===== src/rtl/mem_port_arbiter.sv =====
// rtl/mem_port_arbiter.sv - two-port (instr/data) req/gnt arbiter onto one downstream memory port
// Tracks outstanding transfers in an ID FIFO so responses return to the requester that issued them.
module mem_port_arbiter #(
    parameter int MaxOutstanding = 2,
    parameter bit DataPriority   = 1'b0
) (
    input  logic        clk_i,
    input  logic        rst_ni,

    input  logic        instr_req_i,
    input  logic [31:0] instr_addr_i,
    output logic        instr_gnt_o,
    output logic        instr_rvalid_o,
    output logic [31:0] instr_rdata_o,
    output logic        instr_err_o,

    input  logic        data_req_i,
    input  logic        data_we_i,
    input  logic [3:0]  data_be_i,
    input  logic [31:0] data_addr_i,
    input  logic [31:0] data_wdata_i,
    output logic        data_gnt_o,
    output logic        data_rvalid_o,
    output logic [31:0] data_rdata_o,
    output logic        data_err_o,

    output logic        mem_req_o,
    output logic        mem_we_o,
    output logic [3:0]  mem_be_o,
    output logic [31:0] mem_addr_o,
    output logic [31:0] mem_wdata_o,
    input  logic        mem_gnt_i,
    input  logic        mem_rvalid_i,
    input  logic [31:0] mem_rdata_i,
    input  logic        mem_err_i,

    output logic        unexp_rsp_o
);

    localparam int PtrW = 2;
    localparam int CntW = 3;

    typedef enum logic [1:0] {
        LOCK_NONE  = 2'd0,
        LOCK_DATA  = 2'd1,
        LOCK_INSTR = 2'd2
    } lock_e;

    lock_e           lock_q, lock_d;
    logic            last_instr_q, last_instr_d;
    logic [3:0]      id_q, id_d;
    logic [PtrW-1:0] wr_ptr_q, wr_ptr_d;
    logic [PtrW-1:0] rd_ptr_q, rd_ptr_d;
    logic [CntW-1:0] cnt_q, cnt_d;
    logic            unexp_q, unexp_d;

    logic sel_instr;
    logic sel_req;
    logic can_issue;
    logic req;
    logic xfer;
    logic pop;
    logic head_instr;

    function automatic logic [PtrW-1:0] ptr_inc(input logic [PtrW-1:0] p);
        return (p == PtrW'(MaxOutstanding - 1)) ? '0 : p + PtrW'(1);
    endfunction

    // A stalled request keeps its owner; otherwise the round-robin pointer favours the port not served last.
    always_comb begin
        sel_instr = 1'b0;
        case (lock_q)
            LOCK_INSTR: sel_instr = 1'b1;
            LOCK_DATA:  sel_instr = 1'b0;
            default: begin
                if (instr_req_i && data_req_i) begin
                    sel_instr = DataPriority ? 1'b0 : ~last_instr_q;
                end else begin
                    sel_instr = instr_req_i;
                end
            end
        endcase
    end

    // Fullness uses the registered count, so a same-cycle response cannot free a slot early.
    assign sel_req    = sel_instr ? instr_req_i : data_req_i;
    assign can_issue  = cnt_q < CntW'(MaxOutstanding);
    assign req        = rst_ni & sel_req & can_issue;
    assign xfer       = req & mem_gnt_i;
    assign pop        = rst_ni & mem_rvalid_i & (cnt_q != '0);
    assign head_instr = id_q[rd_ptr_q];

    always_comb begin
        lock_d       = LOCK_NONE;
        last_instr_d = last_instr_q;
        id_d         = id_q;
        wr_ptr_d     = wr_ptr_q;
        rd_ptr_d     = rd_ptr_q;
        cnt_d        = cnt_q + CntW'(xfer) - CntW'(pop);
        unexp_d      = unexp_q | (mem_rvalid_i & (cnt_q == '0));

        if (req && !mem_gnt_i) begin
            lock_d = sel_instr ? LOCK_INSTR : LOCK_DATA;
        end
        if (xfer) begin
            last_instr_d   = sel_instr;
            id_d[wr_ptr_q] = sel_instr;
            wr_ptr_d       = ptr_inc(wr_ptr_q);
        end
        if (pop) begin
            rd_ptr_d = ptr_inc(rd_ptr_q);
        end
    end

    always_ff @(posedge clk_i or negedge rst_ni) begin
        if (!rst_ni) begin
            lock_q       <= LOCK_NONE;
            last_instr_q <= 1'b1;
            id_q         <= '0;
            wr_ptr_q     <= '0;
            rd_ptr_q     <= '0;
            cnt_q        <= '0;
            unexp_q      <= 1'b0;
        end else begin
            lock_q       <= lock_d;
            last_instr_q <= last_instr_d;
            id_q         <= id_d;
            wr_ptr_q     <= wr_ptr_d;
            rd_ptr_q     <= rd_ptr_d;
            cnt_q        <= cnt_d;
            unexp_q      <= unexp_d;
        end
    end

    // Downstream fields are forced to zero while reset is asserted.
    assign mem_req_o   = req;
    assign mem_we_o    = rst_ni & ~sel_instr & data_we_i;
    assign mem_be_o    = !rst_ni ? 4'h0 : (sel_instr ? 4'hF : data_be_i);
    assign mem_addr_o  = !rst_ni ? 32'h0 : (sel_instr ? instr_addr_i : data_addr_i);
    assign mem_wdata_o = (rst_ni && !sel_instr) ? data_wdata_i : 32'h0;

    assign instr_gnt_o = xfer & sel_instr;
    assign data_gnt_o  = xfer & ~sel_instr;

    assign instr_rvalid_o = pop & head_instr;
    assign data_rvalid_o  = pop & ~head_instr;
    assign instr_rdata_o  = instr_rvalid_o ? mem_rdata_i : 32'h0;
    assign instr_err_o    = instr_rvalid_o & mem_err_i;
    assign data_rdata_o   = data_rvalid_o ? mem_rdata_i : 32'h0;
    assign data_err_o     = data_rvalid_o & mem_err_i;

    assign unexp_rsp_o = unexp_q;

endmodule


===== config.mk =====
export PLATFORM = sky130hd
export DESIGN_NAME = mem_port_arbiter
export DESIGN_NICKNAME = d
export VERILOG_FILES = /design/src/rtl/mem_port_arbiter.sv
export SDC_FILE = /design/constraint.sdc
export NUM_CORES = 1
export LEC_CHECK = 0
export ABC_AREA = 1
export CAP_MARGIN = 15
export CELL_PAD_IN_SITES_DETAIL_PLACEMENT = 1
export CELL_PAD_IN_SITES_GLOBAL_PLACEMENT = 2
export CORE_UTILIZATION = 12
export DETAILED_ROUTE_END_ITERATION = 12
export PLACE_DENSITY_LB_ADDON = 0.1
export SYNTH_ARGS = -nofsm -noshare
export SYNTH_HDL_FRONTEND = slang
export SYNTH_SLANG_ARGS = --single-unit
export TNS_END_PERCENT = 1

===== constraint.sdc =====
create_clock -name clk_i -period 5.5 [get_ports clk_i]
set_input_delay 1.1 -clock clk_i [delete_from_list [all_inputs] [get_ports clk_i]]
set_output_delay 1.1 -clock clk_i [all_outputs]
set_load 0.01 [all_outputs]

==> Word-level counts from Yosys, hierarchy flattened <==
Cells that the tools add are included.
{ "totals": {"register_bits": 15, "latch_bits": 0, "ramBits": 0, "rom_bits": 0, "in_bits": 140, "out_inout_bits": 141, "elab_cells": 64, "n_memories": 0} }
{ "op_classes": {"add_sub_neg": 4, "mul": 0, "div_mod_pow": 0, "n_lt_le_gt_ge": 4, "n_eq_ne": 4, "shift": 0, "muxes": 19, "bitwise": 18, "n_reduce_logical": 8} }
{ "ops": {"columns": ["op", "n"], "rows": [
  ["$mux W32", 5],
  ["$and A1 B1 Y1", 14],
  ["$mux W2", 4],
  ["$mux W4", 2],
  ["$eq A2 B1 Y1 const B", 3],
  ["$lt A2 B3 Y1 const B", 2],
  ["$add A2 B1 Y2 const B", 2],
  ["$bwmux W4", 1],
  ["$logic_and A1 B1 Y1", 4],
  ["$mux W1", 4],
  ["$add A3 B1 Y3", 1],
  ["$logic_not A3 Y1", 1],
  ["$lt A3 B2 Y1 const B", 1],
  ["$not A1 Y1", 3],
  ["$reduce_bool A3 Y1", 1],
  ["$sub A3 B1 Y3", 1],
  ["$bmux W1 S2", 1],
  ["$demux W1 S2", 1],
  ["$eq A2 B2 Y1 const B", 1],
  ["$ge A2 B1 Y1 const B", 1],
  ["$logic_not A1 Y1", 2],
  ["$pmux W1 S2", 1],
  ["$or A1 B1 Y1", 1]
]} }

==> Longest topological paths before layout <==
{ "logic_depth": {"ltp_word": 9, "ltp_mapped": 14, "mapped_depth_nobuf": 14} }

==> Worst setup path before layout <==
Ideal clock, no wire load.
{ "synth_path": {"path_kind": "input to output", "start": "input port instr_req_i", "end": "output port mem_wdata_o[10]", "t_arrival_ns": 1.845, "required_time_ns": 4.400, "slack_ns": 2.555, "path_stages": 8, "cell_sequence": "nand2_1 -> inv_1 -> nand2_2 -> nand2_4 -> inv_2 -> nand2_4 -> buf_6 -> nor2_1"} }
{ "synth_between": {"elab_chain_cells": 6} }
{ "synth_lines": {"columns": ["element", "line_no", "source"], "rows": [
  ["from (decl)", "10", "input logic instr_req_i,"],
  ["$logic_and A1 B1 Y1", "76", "if (instr_req_i && data_req_i) begin"],
  ["$mux W1 *", "76", null],
  ["$pmux W1 S2 *", "72", "case (lock_q)"],
  ["$logic_not A1 Y1 *", "140", "assign mem_wdata_o = (rst_ni && !sel_instr) ? data_wdata_i : 32'h0;"],
  ["$logic_and A1 B1 Y1 *", "140", null],
  ["$mux W32 *", "140", null],
  ["to (decl)", "31", "output logic [31:0] mem_wdata_o,"]
]} }
Mark *: on every way between the ends. The rest lies on a longest branch, timed or not.

==> Worst setup path in the final report <==
{ "layout_path": {"start": "input port data_req_i", "end": "output port mem_addr_o[23]"} }
{ "layout_between": {"elab_chain_cells": 5} }
{ "layout_lines": {"columns": ["element", "line_no", "source"], "rows": [
  ["from (decl)", "17", "input logic data_req_i,"],
  ["$logic_and A1 B1 Y1", "76", null],
  ["$mux W1", "76", null],
  ["$pmux W1 S2", "72", null],
  ["$mux W32 (2 in a row)", "139", "assign mem_addr_o = !rst_ni ? 32'h0 : (sel_instr ? instr_addr_i : data_addr_i);"],
  ["to (decl)", "30", "output logic [31:0] mem_addr_o,"]
]} }
No other way between the ends.

==> results.toml <==
[status]
status = "finished, final reports clean"

[clock_tree]
cts_hold_buf = 0
cts_tree = "done"
cts_buffers = 3
clk_latency_ns = 0.24
cts_sinks = 15
root_buffer = "clkbuf_16"
cts_resized = 0
postCtsSetupBuffers = 0
cts.clk_slew.worst_paths_ns = 0.05
htreeDepth = 1
clockBufferDepth = 2

[layout]
final_common_cell = "clkdlybuf4s50_1"
area_growth_pct = 127
drive_gt1_share_pct = 8.36
multi_input_area_um2 = 1450
fillers = 2387
ff_latch_area_um2 = 377
num-nets-final = 803
fin_util_pct = 27.8
layout_common_cells = "clkdlybuf4s50_1 (279), nor2_1 (109), inv_1 (86), nor3_1 (33), o21ai_0 (32)"

[floorplanning]
start_util_pct = 12.3
rows = 51
io_pins = 281
die_height_um = 143
die_x_um = 143
core_area_um2 = 19500
die_area_um2 = 20500

[timing]
fin_tns_setup_ns = 0
max_slew_margin_pct = 62.6
finClkSkew_ns = 0.00213
rsz0062_at_grt = "no"
worstMarginPinSlew_ns = 0.560
period_minus_slack_ns = 4.19
max_freq_mhz = 239
drv_slew = 0
fin_crit_sh_pct = 76.2
hold_viol_final = 0
setup_violations = 0

[worst_setup_path]
rrSetupSlack_ns = 3.18
path_delay_family = "buffers and inverters"
critPathKind = "in -> out"
reg2regPathDepth = 13
rr_endpoint = "cnt_q[2]$_DFF_PN0_"
crit_path_end_kind = "output port"
cp-start-kind = "primary input"
critical_path_arrival_ns = 3.09
worstPathMaxFanout = 21
slowest_stage = "clkdlybuf4s50_1"
worstPathBufferInverterCount = 4
crit_chain = "clkdlybuf4s50_1 > nand2_1 > nand2_2 > nand2_4 > inv_2 > buf_4 > nor2_1 > nor2_1 > clkdlybuf4s50_1"
worstReg2RegStart = "lock_q[0]$_DFF_PN0_"
crit_path_max_incr_delay_ns = 0.58
critPathRequiredTime_ns = 4.40
startpoint = "data_req_i"

[logic_synthesis]
synth_seq_cells = 15
ys_types = 29
yosysSeqAreaShare_pct = 15.8
synth.yosys.warnings = 0
synthTopCellsByArea = "nor2_1 (17%), dfrtp_1 (15%), nor2_4 (14%)"
netlist.area_leader.share_pct = 17.1
syn_inst = 394
synth_top_area_cell = "nor2_1"
synth_fp_nets = 538
avgSynthCellArea_um2 = 6.06
syn_area_um2 = 2390

[grt]
track_usage_pct = 11.4
grt_overflow = 0
grt_first_pass_wirelength_mm = 18.5
grt_start_max_net_pins = 44
grt_pass1_vias = 3346
antenna_found_initial = 1

[hold_path]
hp-start = "last_instr_q$_DFFE_PN1P_"
worstHoldEndpoint = "last_instr_q$_DFFE_PN1P_"
whs_path_depth = 2
min_path_type = "reg -> reg"

[routing]
ant_nets = 0
wl_per_cell_um = 13.6
first_pass_iters = 4
drc = 0
first_iter_violations = 101
viasPerCell = 3.64
routed_wl_mm = 12.6
via_count = 3366

[placed_design]
port_buffers = 280
gp_congestion = 0.762
post-dp-hpwl_mm = 10.3

[power]
ir_worst_vdd_uv = 109
powerDensity_nw_per_um2 = 200
power.leakage_uw = 0.00232

[flow_run]
cap_violations = 0
-- worst max-delay path by stage --
stage / endpoint / cells past startpoint
final: mem_addr_o[23] / 9
after global routing: mem_addr_o[23] / 9
after CTS: mem_wdata_o[4] / 8
after detailed placement: mem_wdata_o[4] / 8
after global placement: mem_addr_o[19] / 9
after floorplan: mem_wdata_o[10] / 8
-- routing by layer --
metal | GRT usage (%) | part of all wire (%) | vias up
met5 | 0 | 0 | -
met4 | 1.30 | 0.63 | 0
met3 | 2.92 | 9.9 | 6
met2 | 22.5 | 53 | 140
met1 | 12.3 | 37 | 1519
li1 | - | - | 1701
-- kinds of logic (layout without fill, tap and decap cells) --
logic type      count (synthesis)  in the layout  synth area share (%)
buf+inv                       115            379                  23.4
compound gates                 41             41                  8.85
other cells                     0              2                     0
fa+ha+maj                       4              4                  2.41
simple gates                  217            217                  48.8
xor+xnor                        2              2                 0.734
flops                          15             15                  15.8
-- worst reg2reg max path, delay by kind of cell, from the launching register on --
kind | cells | cell delay [ns]
adders and majority gates | 3 | 0.87
and+or+nand+nor | 6 | 0.71
DFF | 1 | 0.32
buffers and inverters | 3 | 0.20
xor gates and xnor gates | 1 | 0.14
-- stage by stage --
stage | total power, µW | setup WS [ns] | hold WS (ns) | cell area (µm²) | instances
final | 1080 | 1.31 | 0.472 | 5420 | 925
after floorplan | 607 | 2.56 | 0.442 | 2390 | 394
after CTS | 1110 | 1.26 | 0.484 | 5410 | 923
after global routing | 1170 | 1.14 | 0.510 | 5420 | 925
after detailed placement | 961 | 1.26 | 0.476 | 5330 | 919
after global placement | 954 | 1.28 | 0.460 | 5330 | 919
-- state kept, by name, indices dropped and copies added, names as in the netlist --
name and flops:
id_q 4, unexp_rsp_o 1, lock_q 2, last_instr_q 1, rd_ptr_q 2, cnt_q 3
wr_ptr_q 2
-- area by class of cell --
cell class | count | area share [%]
Sequential cell | 15 | 6.95
Timing Repair Buffer | 284 | 52.2
Clock buffer | 3 | 1.39
Antenna cell | 2 | 0.0924
Clock inverter | 1 | 0.0924
Multi-Input combinational cell | 264 | 26.8
Tap cell | 265 | 6.12
Inverter | 91 | 6.31
-- Yosys cell counts --
cell      instances
nand2_2           3
o21a_1            1
inv_1            86
o21ai_1           6
ha_1              3
buf_12            3
nor2_4           29
nor2_8            1
nor3_1           33
clkbuf_1          5
nand2_1          26
buf_6             9
nand2_4           3
nand3_1           6
buf_2             6
nand3_2           2
a21oi_1           1
nor2_1          109
inv_2             5
o21ai_0          32
xor2_1            1
dfrtp_1          14
xnor2_1           1
fa_1              1
buf_4             1
nand4_1           4
dfstp_2           1
a31o_2            1
nand2_8           1
-- power by group --
| part | switching (µW) | internal (µW) |
|---|---|---|
| clock | 46.5 | 97.2 |
| sequential | 28.7 | 153 |
| combinational | 395 | 364 |
| total | 470 | 614 |
No activity file was read; power rests on OpenSTA's default activity.
==> RTL change 1, RTL diff (same settings) <==
The localparam `PtrW` goes from 2 to 3.
--- a/src/rtl/mem_port_arbiter.sv
+++ b/src/rtl/mem_port_arbiter.sv
@@ -37,7 +37,7 @@
     output logic        unexp_rsp_o
 );
 
-    localparam int PtrW = 2;
+    localparam int PtrW = 3;
     localparam int CntW = 3;
 
     typedef enum logic [1:0] {
Formal check against the unedited RTL: same outputs for any inputs over 10 cycles, from zero or initial values and one cycle with rst_ni low; that may be too few to reach the edited logic, so the function may still have changed.
==> RTL change 1 against the unedited design <==
  * Critical path depth grew 1
  * Final cell count shrank 1.6%
  * Final area shrank 3.2%
  * Sequential cell count grew 2
  * Synthesized cell count grew 6.1%
  * Clock skew grew 0.51 ps
  * Total power grew 3.2%
  * Utilization grew 2.4 points
  * Register-to-register slack lost 150 ps
  * Synthesized area shrank 10%
  * Setup slack lost 49 ps
  * Non-clock buffer count grew 3
  * Wire length grew 1.0%
  * Highest routed layer unchanged
==> RTL change 1: results (changes against the unedited design) <==
Outcome
  • Outcome: finished clean

Worst setup path
  • CP arrival: 3140 ps (+50 ps)
  • Worst R2R Path Depth: 16 (+3)
  • FF-to-FF setup slack: 3030 ps (-150 ps)

Global route
  • Initial antenna violation count: 0 (-1)
  • Vias in the first global route: 3643 (+8.9%)
  • GRT Util Overall: 12.96% (+1.5 points)
  • First-pass GRT wire length: 18.86 mm (+2.1%)

Routing
  • Routed wl met3: 1.025 mm (-18%)
  • Initial DRC Count: 108 (+6.9%)
  • Length of the first detailed-routing pass in iterations: 6 (+2)
  • Met1 wire length: 4.767 mm (+2.5%)

Synthesis
  • Top post-synthesis cells by area: nor2_1, dfrtp_1, inv_1
  • Commonest cells in the netlist: nor2_1, inv_1, nand2_1, o21ai_0, nor3_1
  • Post-synthesis async set-or-reset flop share: 100.0% (unchanged)
  • Synth unique cells: 20 (-31%)
  • Post-synthesis sequential area ratio: 19.88% (+4.1 points)
  • Mapped Nets: 563 (+4.6%)

Final layout
  • Filler instances: 2162 (-9.4%)
  • Final layout net count: 831 (+3.5%)
  • N_diodes: 0 (-2)
  • Post-Layout Cell Count: 910 (-1.6%)
  • Share of cells above drive strength 1: 2.336% (-6.0 points)

Place
  • Gpl congestion: 0.7935 (+4.2%)
  • DP Wirelength: 10.53 mm (+2.0%)
  • DP Worst Slack: 1218 ps (-45.44 ps)
  • Placed cell area: 0.005164 mm2 (-3.1%)
  • PortBufs: 280 (unchanged)

Timing
  • Clock skew: 2.645 ps (+0.5144 ps)
  • Rel. slew slack: 54.26% (-8.4 points)

Job
  • Number of max-cap violations: 0 (unchanged)

Worst hold path
  • Hold path start: last_instr_q

CTS
  • CTS H-tree lvls: 1 (unchanged)
[RTL change 1: cell types whose count changed after synthesis, moves of 8 or more]
cell / unedited run / this run
nor2_1: 109 / 142
nor2_4: 29 / 0
nand2_1: 26 / 41
inv_1: 86 / 97
buf_6: 9 / 0
o21ai_0: 32 / 40
[RTL change 1: cell type report]
type	instances	area, um2	share of cell area [%]
tap	225	281.5	5.370
multi-input combinational	279	1237	23.60
inverter	98	367.9	7.017
clock buffer	4	78.83	1.504
timing repair buffer	287	2850	54.37
sequential	17	426.7	8.138
[RTL change 1: critical path, cell delays in order]
cell,delay [ps]
clkdlybuf4s50_1,440
nand2_1,70
inv_1,30
nand2_1,60
nand2_1,70
inv_2,290
nand2_1,90
buf_4,260
nor2_1,150
clkdlybuf4s50_1,560
[RTL change 1: per-layer routing]
metal  vias up  GRT usage, %
met3        11         2.507
met2       154         25.60
met5         -             0
met4         0         2.497
met1      1565         14.03
li1       1769             -
[RTL change 1: worst max path at each step]
stage	startpoint	endpoint	slack (ps)	depth (start not counted)
4_1_cts	instr_req_i	mem_wdata_o[31]	1210	10
3_5_place_dp	instr_req_i	mem_wdata_o[22]	1220	10
5_1_grt	rst_ni	data_gnt_o	1030	11
3_3_place_gp	data_req_i	mem_wdata_o[0]	1220	9
6_report	instr_req_i	mem_wdata_o[31]	1260	10
2_1_floorplan	instr_req_i	mem_wdata_o[10]	2470	8
[RTL change 1: through the flow]
stage          power [W]  hold WS (ps)  util (%)
2_1_floorplan  0.0005763         443.0         -
3_3_place_gp   0.0009797         461.6     29.75
3_5_place_dp   0.0009899         459.2     29.75
4_1_cts         0.001143         467.7     30.20
5_1_grt         0.001224         479.6     30.20
6_report        0.001119         464.1     30.20
[RTL change 1: logic make-up (layout without fill, tap and decap cells)]
family,Yosys count,after routing,synth area share (%)
AND/OR/NAND/NOR,229,229,43.03
buffers and inverters,122,389,22.45
AO/OA/AOI/OAI,44,44,10.96
flip-flops,17,17,19.88
adder cells (fa/ha/maj),5,5,3.265
XOR/XNOR,1,1,0.4082
[RTL change 1: where the power goes]
group | switching, W | internal (W) | leakage (nW)
combinational | 0.000384 | 0.000368 | 2.14
sequential | 0.0000421 | 0.000178 | 0.210
clock | 0.0000484 | 0.0000984 | 0.0382
==> RTL change 2, RTL diff (config.mk and constraints unchanged) <==
Without the edit above. Re-encode `lock_e` (3 values) as one-hot, 3 bits wide.
--- a/src/rtl/mem_port_arbiter.sv
+++ b/src/rtl/mem_port_arbiter.sv
@@ -40,10 +40,10 @@
     localparam int PtrW = 2;
     localparam int CntW = 3;
 
-    typedef enum logic [1:0] {
-        LOCK_NONE  = 2'd0,
-        LOCK_DATA  = 2'd1,
-        LOCK_INSTR = 2'd2
+    typedef enum logic [2:0] {
+        LOCK_NONE  = 3'b001,
+        LOCK_DATA  = 3'b010,
+        LOCK_INSTR = 3'b100
     } lock_e;
 
     lock_e           lock_q, lock_d;
Behaviour: no difference found for any inputs over 10 cycles, from zero or initial values and one cycle with rst_ni low; not proved beyond that.
==> RTL change 2 against the unedited design <==
  * Final area is 5.0% lower
  * Worst hold slack worse by 6.7 ps
  * Synthesized area is 11% lower
  * Utilization is 1.8 points higher
  * Non-clock buffer count is 2 lower
  * Sequential cell count is 1 higher
  * Setup slack worse by 430 ps
  * Wire length is 0.87% lower
  * Sequential power is 5% higher
  * Die area is 10% lower
  * Total power is 7.4% lower
  * Largest cell class unchanged
  * Highest routed layer unchanged
==> RTL change 2: results (changes against the unedited design) <==
Outcome
  • Outcome: finished clean

Final layout
  • Share of cells above drive strength 1: 5.945% (-2.4 points)
  • N_diodes: 0 (-2)
  • Filler instances: 2118 (-11%)
  • Final layout net count: 801 (-0.25%)
  • Biggest regs: id_q (4), cnt_q (3), lock_q (3)
  • Area of the multi-input gates: 0.001212 mm2 (-17%)
  • Post-Layout Cell Count: 881 (-4.8%)

Global route
  • First-pass GRT wire length: 18.07 mm (-2.2%)
  • Vias in the first global route: 3290 (-1.7%)
  • GRT Util Overall: 12.57% (+1.2 points)
  • Initial antenna violation count: 0 (-1)

Worst hold path
  • Cell depth of the worst hold path: 1 (-1)
  • Hold path start: unexp_rsp_o
  • WHS Endpoint: unexp_rsp_o

Timing
  • Worst Setup Slack, final: 879.1 ps (-429.6 ps)
  • Clock skew: 1.643 ps (-0.4872 ps)
  • Slew of the pin with the lowest slew margin: 701.2 ps (+140.7 ps)
  • Minimum hold slack: 465.5 ps (-6.699 ps)

Routing
  • Overall routed net length: 12.48 mm (-0.87%)
  • Initial DRC Count: 70 (-31%)
  • DR vias/cell: 3.742 (+2.8%)

CTS
  • Maximum buffer depth of the clock tree: 2 (unchanged)

Worst setup path
  • CP arrival: 3520 ps (+430 ps)
  • FF-to-FF setup slack: 3070 ps (-110 ps)
  • CP Max Fanout: 38 (+81%)
  • Worst r2r src: cnt_q[1]
  • Max incr delay on CP: about 570 ps
  • CP endpoint: mem_wdata_o[15]

Synthesis
  • Commonest cells in the netlist: nor2_1, inv_1, o21ai_0, nand2_1, nor2_2
  • Adder-cell area share of the yosys netlist: 2.693% (+0.28 points)
  • Synth unique cells: 26 (-10%)
  • Top post-synthesis cells by area: nor2_1, dfrtp_1, inv_1
  • Mapped Nets: 535 (-0.56%)
  • Post-synthesis compound-gate area fraction: 10.36% (+1.5 points)
  • XOR/XNOR share of the synthesized area: 1.230% (+0.50 points)

Place
  • DP Worst Slack: 838.7 ps (-424.7 ps)
  • Placed cell area: 0.005057 mm2 (-5.1%)

Power and ir drop
  • Logic power comb: 0.000653 W (-14%)
  • Max IR drop VDD: 0.00006465 V (-41%)
  • Leakage: 2.357 nW (+1.7%)
  • Seq pwr: 0.000191 W (+5%)
RTL change 2: cell types whose count changed after synthesis, moves of 5 or more:
cell	change
nor2_1	+42
nor3_1	-33
nor2_4	-28
nor2_2	+20
o21ai_0	+7
o21ai_1	-6
buf_6	-5
inv_1	+5
inv_2	-5
nand2_1	-5
RTL change 2: cell type report:
cell class / count / share of cell area (%)
Timing Repair Buffer: 282 / 54.66
Multi-Input combinational cell: 262 / 23.56
Sequential cell: 16 / 7.829
Inverter: 92 / 6.759
Tap cell: 225 / 5.470
Clock buffer: 4 / 1.726
RTL change 2: per-layer routing:
layer | GRT usage (%) | part of all wire [%] | vias up | wire [um]
li1 | - | - | 1658 | -
met1 | 13.46 | 38 | 1451 | 4758
met2 | 24.07 | 50 | 182 | 6289
met3 | 4.115 | 11 | 6 | 1347
met4 | 1.810 | 0.70 | 0 | 87
met5 | 0 | 0 | - | 0
